==> src/rtl/pipe_ctrl_pkg.sv <==
`default_nettype none
// ============================================================================
// Module      : pipe_ctrl_pkg
// Description : Shared types and command codes for the pipeline run/step/stop
//               sequencer (state encoding, debug command codes, helpers).
// Revision    : 1.0 - initial release
// ============================================================================
package pipe_ctrl_pkg;

   // Sequencer states; IDLE is the reset state.
   typedef enum logic [1:0] {
      ST_IDLE   = 2'd0,
      ST_RUN    = 2'd1,
      ST_STEP   = 2'd2,
      ST_HALTED = 2'd3
   } state_t;

   // Debug command codes carried on i_cmd.
   localparam logic [1:0] CMD_CLEAR = 2'b00;
   localparam logic [1:0] CMD_RUN   = 2'b01;
   localparam logic [1:0] CMD_STEP  = 2'b10;
   localparam logic [1:0] CMD_STOP  = 2'b11;

   // The pipeline advances only in RUN and STEP.
   function automatic logic state_enables_pipe(input state_t s);
      return (s == ST_RUN) || (s == ST_STEP);
   endfunction

endpackage : pipe_ctrl_pkg
`default_nettype wire

==> src/rtl/sat_counter.sv <==
`default_nettype none
// ============================================================================
// Module      : sat_counter
// Description : W-bit up counter with synchronous clear that sticks at
//               all-ones instead of wrapping.
// Revision    : 1.0 - initial release
// ============================================================================
module sat_counter #(
   parameter int W = 32
) (
   input  logic         clk,
   input  logic         rst,
   input  logic         clr,
   input  logic         inc,
   output logic [W-1:0] q
);

   logic [W-1:0] r_q;

   // Clear has priority; increment stops once every bit is set.
   always_ff @(posedge clk) begin
      if (rst || clr) begin
         r_q <= '0;
      end else if (inc && (r_q != {W{1'b1}})) begin
         r_q <= r_q + {{(W-1){1'b0}}, 1'b1};
      end
   end

   assign q = r_q;

endmodule : sat_counter
`default_nettype wire

==> src/rtl/pipeline_run_ctrl.sv <==
`default_nettype none
// ============================================================================
// Module      : pipeline_run_ctrl
// Description : Run/step/stop sequencer for the five-stage MIPS pipeline.
//               Drives the global pipeline enable, executes debug commands
//               over a valid/ready channel, freezes on a retired halt and
//               counts enabled cycles.
//               Optional watchdog: define PIPE_CTRL_WATCHDOG_EN.
// Revision    : 1.0 - initial release
// ============================================================================
module pipeline_run_ctrl
   import pipe_ctrl_pkg::*;
#(
   parameter int          CNT_W      = 32,
   parameter logic [31:0] MAX_CYCLES = 32'd1_000_000
) (
   input  logic             clk,
   input  logic             rst,
   input  logic             i_cmd_valid,
   input  logic [1:0]       i_cmd,
   output logic             o_cmd_ready,
   input  logic             i_Halt,
   output logic             o_pipe_en,
   output logic             o_busy,
   output logic             o_halted,
   output logic             o_step_done,
   output logic             o_cmd_err,
   output logic [CNT_W-1:0] o_cycle_cnt,
   output logic             o_timeout
);

   state_t           r_state;
   logic             r_pipe_en;
   logic             r_busy;
   logic             r_halted;
   logic             r_cmd_ready;
   logic             r_step_done;
   logic             r_cmd_err;

   state_t           w_next;
   logic             w_accept;
   logic             w_clr;
   logic             w_err;
   logic             w_done;
   logic             w_wd_hit;
   logic [CNT_W-1:0] w_cnt;

   assign w_accept = i_cmd_valid && r_cmd_ready;

`ifdef PIPE_CTRL_WATCHDOG_EN
   logic r_timeout;

   // Counter is still at MAX_CYCLES-1 in the last enabled cycle before the limit.
   assign w_wd_hit = (w_cnt == CNT_W'(MAX_CYCLES - 32'd1));

   // Timeout is sticky until the HALTED state is cleared.
   always_ff @(posedge clk) begin
      if (rst) begin
         r_timeout <= 1'b0;
      end else if ((r_state == ST_RUN) && w_wd_hit) begin
         r_timeout <= 1'b1;
      end else if (w_clr) begin
         r_timeout <= 1'b0;
      end
   end

   assign o_timeout = r_timeout;
`else
   logic w_unused_max;

   assign w_wd_hit     = 1'b0;
   assign w_unused_max = ^MAX_CYCLES;
   assign o_timeout    = 1'b0;
`endif

   // Next-state and event decode; a halt (or watchdog) in RUN outranks STOP.
   always_comb begin
      w_next = r_state;
      w_clr  = 1'b0;
      w_err  = 1'b0;
      w_done = 1'b0;
      case (r_state)
         ST_IDLE: begin
            if (w_accept) begin
               case (i_cmd)
                  CMD_RUN:   w_next = ST_RUN;
                  CMD_STEP:  w_next = ST_STEP;
                  CMD_CLEAR: w_clr  = 1'b1;
                  default:   w_err  = 1'b1;
               endcase
            end
         end
         ST_RUN: begin
            if (w_wd_hit || i_Halt) begin
               w_next = ST_HALTED;
            end else if (w_accept && (i_cmd == CMD_STOP)) begin
               w_next = ST_IDLE;
            end
            if (w_accept && (i_cmd != CMD_STOP)) begin
               w_err = 1'b1;
            end
         end
         ST_STEP: begin
            if (i_Halt) begin
               w_next = ST_HALTED;
            end else begin
               w_next = ST_IDLE;
               w_done = 1'b1;
            end
         end
         ST_HALTED: begin
            if (w_accept) begin
               if (i_cmd == CMD_CLEAR) begin
                  w_next = ST_IDLE;
                  w_clr  = 1'b1;
               end else begin
                  w_err = 1'b1;
               end
            end
         end
         default: w_next = ST_IDLE;
      endcase
   end

   // State register with all status outputs registered from the next state.
   always_ff @(posedge clk) begin
      if (rst) begin
         r_state     <= ST_IDLE;
         r_pipe_en   <= 1'b0;
         r_busy      <= 1'b0;
         r_halted    <= 1'b0;
         r_cmd_ready <= 1'b1;
         r_step_done <= 1'b0;
         r_cmd_err   <= 1'b0;
      end else begin
         r_state     <= w_next;
         r_pipe_en   <= state_enables_pipe(w_next);
         r_busy      <= state_enables_pipe(w_next);
         r_halted    <= (w_next == ST_HALTED);
         r_cmd_ready <= (w_next != ST_STEP);
         r_step_done <= w_done;
         r_cmd_err   <= w_err;
      end
   end

   sat_counter #(
      .W   (CNT_W)
   ) u_cycle_cnt (
      .clk (clk),
      .rst (rst),
      .clr (w_clr),
      .inc (r_pipe_en),
      .q   (w_cnt)
   );

   assign o_cmd_ready = r_cmd_ready;
   assign o_pipe_en   = r_pipe_en;
   assign o_busy      = r_busy;
   assign o_halted    = r_halted;
   assign o_step_done = r_step_done;
   assign o_cmd_err   = r_cmd_err;
   assign o_cycle_cnt = w_cnt;

endmodule : pipeline_run_ctrl
`default_nettype wire

==> config.mk <==
export PLATFORM = sky130hd
export DESIGN_NAME = pipeline_run_ctrl
export DESIGN_NICKNAME = d
export VERILOG_FILES = /design/src/rtl/pipe_ctrl_pkg.sv /design/src/rtl/sat_counter.sv /design/src/rtl/pipeline_run_ctrl.sv
export SDC_FILE = /design/constraint.sdc
export NUM_CORES = 1
export LEC_CHECK = 0
export BUFFER_PORTS_ARGS = -buffer_cell sky130_fd_sc_hd__buf_4
export CAP_MARGIN = 5
export CORE_ASPECT_RATIO = 1.4
export CORE_MARGIN = 3
export CORE_UTILIZATION = 50
export CTS_BUF_LIST = sky130_fd_sc_hd__clkbuf_2
export CTS_CLUSTER_DIAMETER = 60
export DETAILED_ROUTE_END_ITERATION = 8
export PLACE_DENSITY_LB_ADDON = 0.15
export SYNTH_ARGS = -nofsm -noshare
export SYNTH_HDL_FRONTEND = slang
export SYNTH_SLANG_ARGS = --single-unit
==> constraint.sdc <==
create_clock -name clk -period 1.9 [get_ports clk]
set_input_delay 0.38 -clock clk [delete_from_list [all_inputs] [get_ports clk]]
set_output_delay 0.38 -clock clk [all_outputs]
set_load 0.05 [all_outputs]
-- After elaboration in Yosys (flattened, before gate mapping)
Index checks and enable logic that the tools add are counted.
- equal/unequal tests: 12
- div/mod/pow operators: 0
- $lt $le $gt $ge: 0
- shifts and indexed selects: 0
- multipliers: 0
- mux-type cells: 18
- bitwise operators: 1
- add/sub/neg operators: 1
- reductions and logical operators: 11
- operators by type and width (kind ; number):
    adder 32 x 1 -> 32 bit (second input constant) ; 1
    != test 32 bit (second input constant) ; 1
    == test 2 bit (second input constant) ; 6
    two-way mux 2 bit ; 6
    two-way mux 1 bit ; 9
    case mux 2 bit (4 select lines) ; 1
    == test 2 x 1 -> 1 bit (second input constant) ; 3
    logical AND 1 bit ; 4
    zero test 2 bit ; 2
    != test 2 bit (second input constant) ; 2
    case mux 2 bit (2 select lines) ; 1
    OR reduction 2 bit ; 2
    case mux 1 bit (3 select lines) ; 1
    OR reduction 3 bit ; 1
    logical OR 1 bit ; 2
    inverter 1 bit ; 1
- memories kept: 0
- memory bits (writable): 0
- register bits after elaboration: 39
- memory bits (read-only): 0
- input port bits: 6
- latch bits: 0
- output and inout bits: 39

-- Logic depth before layout (Yosys ltp)
- word-level depth: 7
- gate-level depth with buffers: 9

-- Modules after synthesis
A second synthesis with hierarchy kept.
- cell total of the unflattened synthesis: 243
- area total of the unflattened synthesis: 2242.2 um^2
- modules (own cells, without submodules) (module ; cells an instance ; times used ; area each (um^2)):
    sat_counter ; 189 ; 1 ; 1681.6
    pipeline_run_ctrl ; 54 ; 1 ; 560.5

-- Least setup slack after synthesis
OpenSTA, ideal clock, no wires.
- kind: flip-flop to flip-flop
- start: register u_cycle_cnt.r_q[0], in the netlist u_cycle_cnt.q[0]
- end: register u_cycle_cnt.r_q[25], in the netlist u_cycle_cnt.q[25]
- setup slack: -0.430 ns
- cell stages (with the launch flop): 9
- path buffers: 2
- arrival: 2.260 ns
- data required time: 1.830 ns
- path through: dfxtp_1 > ha_1 > and4_1 > buf_6 > and3_1 > buf_6 > a31o_4 > or4_1 > a21oi_1
- cells in the longest elaborated chain, start to end: 2
- elaborated cells on any way between the ends: 3
- ends and longest elaborated chain (item ; line ; RTL):
    start: declaration ; sat_counter.sv:18 ; logic [W-1:0] r_q;
    start signal: assignment ; sat_counter.sv:25 ; r_q <= r_q + {{(W-1){1'b0}}, 1'b1};
    parallel branches: the longest is 2 deep, another holds adder 32 x 1 -> 32 bit ; -- ;
Several ways; the timed one is not identified.
A chain may end at the register's enable or synchronous reset.

-- Worst setup path after layout
- start: register u_cycle_cnt.r_q[1], in the netlist u_cycle_cnt.q[1]
- end: register u_cycle_cnt.r_q[19], in the netlist u_cycle_cnt.q[19]
Same word-level chain as after synthesis.

==> summary.md <==
| Metric | Value |
|---|---|
| Die H | 83.92 um |
| Finished Cell Area | 2794 um2 |
| Critical Path RT | 2.26 ns |
| # DRC | 0 |
| Dpl hpwl | 3.871 mm |
| H-tree levels | 2 |
| Final min period | around 1.9 ns |
| Area taken by multi-input logic gates | between 1000 and 1500 um2 |
| Total Power | 0.001355 W |
| Final ANT Viol Nets | 0 |
| Delay of the slowest cell on the worst path | ~0.52 ns |
| Met2 Track Usage GR | 35.94% |
| Bufs on Longest Clock Path | 2 |
| Max Freq | around 0.53 GHz |
| Root Buffer | clkbuf_2 |
| Syn_area_per_cell | 8.404 um2 |
| Minimum hold slack | 0.1466 ns |
| Synth Warn # | 0 |
| Vias | 2,136 |
| DRT Wirelength | 5.576 mm |
| Antenna fix cells | 0 |
| CP arrival | 2.26 ns |
| Port bufs | 43 |
| Die W | 61.66 um |
| Top Ports | 45 |
| Gr usage total | 20.98% |
| Iter 0 DRT Violations | 136 |
| Leak | 1.127 nW |
| Register area | 823.3 um2 |
| Clock latency on the worst-skew pair | 0.40 ns |
| Slew Limit Fails | 0 |
| First-pass GRT wire length | 8.452 mm |
| HP Class | primary input to flip-flop |
| Yosys reg bits | 39 |
| Vias in the first global route | 1,897 |
| RSZ-0062 raised after global routing | yes |
| Yosys top cell area share | between 30% and 40% |
| Core footprint | 4054 um2 |
| Antenna violations before repair | 0 |
| Gpl congestion | 0.8137 |
| Ratio of final minimum period to clock period | 99.81% |
| # hold bufs at CTS | 0 |
| Site Rows | 27 |
| Crit Path Max Fanout | 7 |
| M1 GR Usage | 24.38% |
| GRT busiest layer | met2 |
| Worst slack, placed | ~0.018 ns |
| Initial Utilization | 53.49% |
| Grt met3 use | 4.954% |
| CTS Buf Count | 5 |
| Layout Skew | around 0.019 ns |
| Final setup viols | 0 |
| Worst vdd ir | ~370 uV |
| Drt via density | approximately 5.9 |
| Outcome | complete, no violations |
| Area of the mapped netlist | 2168 um2 |
| Final worst slack | 0.003645 ns |
| Final hold violations | 0 |
| Critical Path, Cell by Cell | ha_4 > and4_1 > and3_4 > a31o_4 > or4_4 > a21oi_2 |
| Critical Path Sink Type | flip-flop |
| Setup crit start kind | flip-flop |
| Cell Area, Placed | about 2600 um2 |
| Clock Pin Slew Worst Setup and Hold Paths | 0.21 ns |
| Fill count | 354 |
| Netlist cell types | 46 |
| Maxcap violations | 0 |
| Async S/R FF share, synth | 0% |
| Setup Crit Path Kind | flip-flop to flip-flop |
| Top cells by area, synth | dfxtp_1 (36%), ha_1 (7.5%), xnor2_1 (4.4%) |
| DR WL/cell | 15.40 um |
| NumNets Final | between 300 and 400 |
| DIE AREA | 5174 um2 |
| CP top delay family | simple AND/OR/NAND/NOR gates |
| Largest net degree at the start of global routing | 18 |
| Synthesis-to-finish area growth | 28.85% |
| Syn_nets | 277 |
| Drt first pass iters | 5 |
| PD cells | around 490 nW/um2 |
| CTS tree | built |
| Ys flop type | dfxtp_1 |
| Number of flops mapped to enable cells by yosys | 0 |
| Layout cell share with drive strength beyond 1 | 38.87% |
| Bufs and invs on worst path | 0 |
| Register area share after synthesis | between 30% and 40% |
| Slowest cell on crit path | or4_4 |
| Area leader, netlist | dfxtp_1 |
| CTS Sinks | 39 |
| Global route overflow | 0 |
| Synth Instances | 258 |
## what timing repair did
item / in CTS / in global routing
setup buffers: 0 / 7
endpoints found under the hold margin: 0 / 0
setup endpoints to repair: 0 / 15
resized for setup: 0 / 16
## cell type report
cell class	count	share of cell area [%]
Clock buffer	6	1.075
Timing Repair Buffer	67	18.45
Inverter	14	1.881
Clock inverter	2	0.2687
Sequential cell	39	29.47
Multi-Input combinational cell	191	46.93
Tap cell	43	1.926
## registers in the layout, summed over array words and instances (netlist names)
| register | flops |
|---|---|
| o_cmd_ready | 1 |
| u_cycle_cnt.q | 32 |
| o_busy | 1 |
| o_halted | 1 |
| o_cmd_err | 1 |
| r_state | 2 |
| o_step_done | 1 |
## synth_stat cells, types with 2 or more instances
| cell | count |
|---|---|
| a21oi_1 | 14 |
| a311oi_1 | 2 |
| a31oi_1 | 8 |
| and2_1 | 2 |
| and3_1 | 4 |
| and4_1 | 6 |
| buf_2 | 2 |
| buf_4 | 2 |
| buf_6 | 5 |
| clkbuf_1 | 6 |
| dfxtp_1 | 39 |
| ha_1 | 13 |
| inv_1 | 14 |
| mux2i_1 | 2 |
| nand2_1 | 24 |
| nand2b_1 | 2 |
| nand3_1 | 17 |
| nand4_1 | 7 |
| nor2_1 | 22 |
| nor3_1 | 4 |
| nor4_1 | 4 |
| o211ai_1 | 5 |
| o21ai_0 | 8 |
| o31ai_1 | 3 |
| or3_1 | 6 |
| or4_1 | 7 |
| xnor2_1 | 11 |
## power breakdown
| group | internal (W) | total [W] | leakage [nW] | switching (W) |
|---|---|---|---|---|
| sequential | 0.000824 | 0.000831 | 0.330 | 0.00000712 |
| clock | 0.0000886 | 0.000367 | 0.0281 | 0.000279 |
| combinational | 0.0000554 | 0.000157 | 0.769 | 0.000102 |
## cell families (layout without fill, tap and decap cells)
family | after synthesis | count (layout) | synth area share, %
adders and majority gates | 13 | 13 | 7.502
and+or+nand+nor | 111 | 111 | 27.58
AOI/OAI and AO/OA | 51 | 52 | 15.75
xor gates and xnor gates | 12 | 12 | 4.847
DFF | 39 | 39 | 36.01
muxes | 2 | 2 | 0.9233
other | 1 | 1 | 0.1729
buffers and inverters | 29 | 89 | 7.212
## stage by stage
step                setup TNS (ns)  std cells  util (%)
floorplan                  -0.9417        258         -
global placement                 0        346     65.15
detailed placement               0        346     65.15
CTS                              0        354     66.08
global route               -0.1128        362     68.92
finish                           0        362     68.92
## routing by layer
layer  routed length [um]  part of all wire (%)  up-vias
met5                    0                     0        -
met4                   81                   1.5        0
met3                  286                   5.1        9
met2                 2913                    52       61
met1                 2295                    41     1012
li1                     -                     -     1054
## placed cells by master, fill, tap and decap left out, types with 10 or more instances in the layout
cell type / Yosys / final
buf_4: 2 / 66
inv_1: 14 / 14
nand3_1: 17 / 17
nand2_1: 24 / 24
a21oi_1: 14 / 10
dfxtp_2: 0 / 25
xnor2_1: 11 / 11
ha_1: 13 / 12
dfxtp_1: 39 / 11
nor2_1: 22 / 22
## final timing paths
kind	depth (start not counted)	to	slack [ns]	start
min	2	o_step_done	0.15	i_Halt
min reg2reg	2	u_cycle_cnt.q[22]	0.51	u_cycle_cnt.q[22]
max reg2reg	6	u_cycle_cnt.q[19]	0.004	u_cycle_cnt.q[1]
max	6	u_cycle_cnt.q[19]	0.004	u_cycle_cnt.q[1]
No activity file was read; power rests on OpenSTA's default activity.
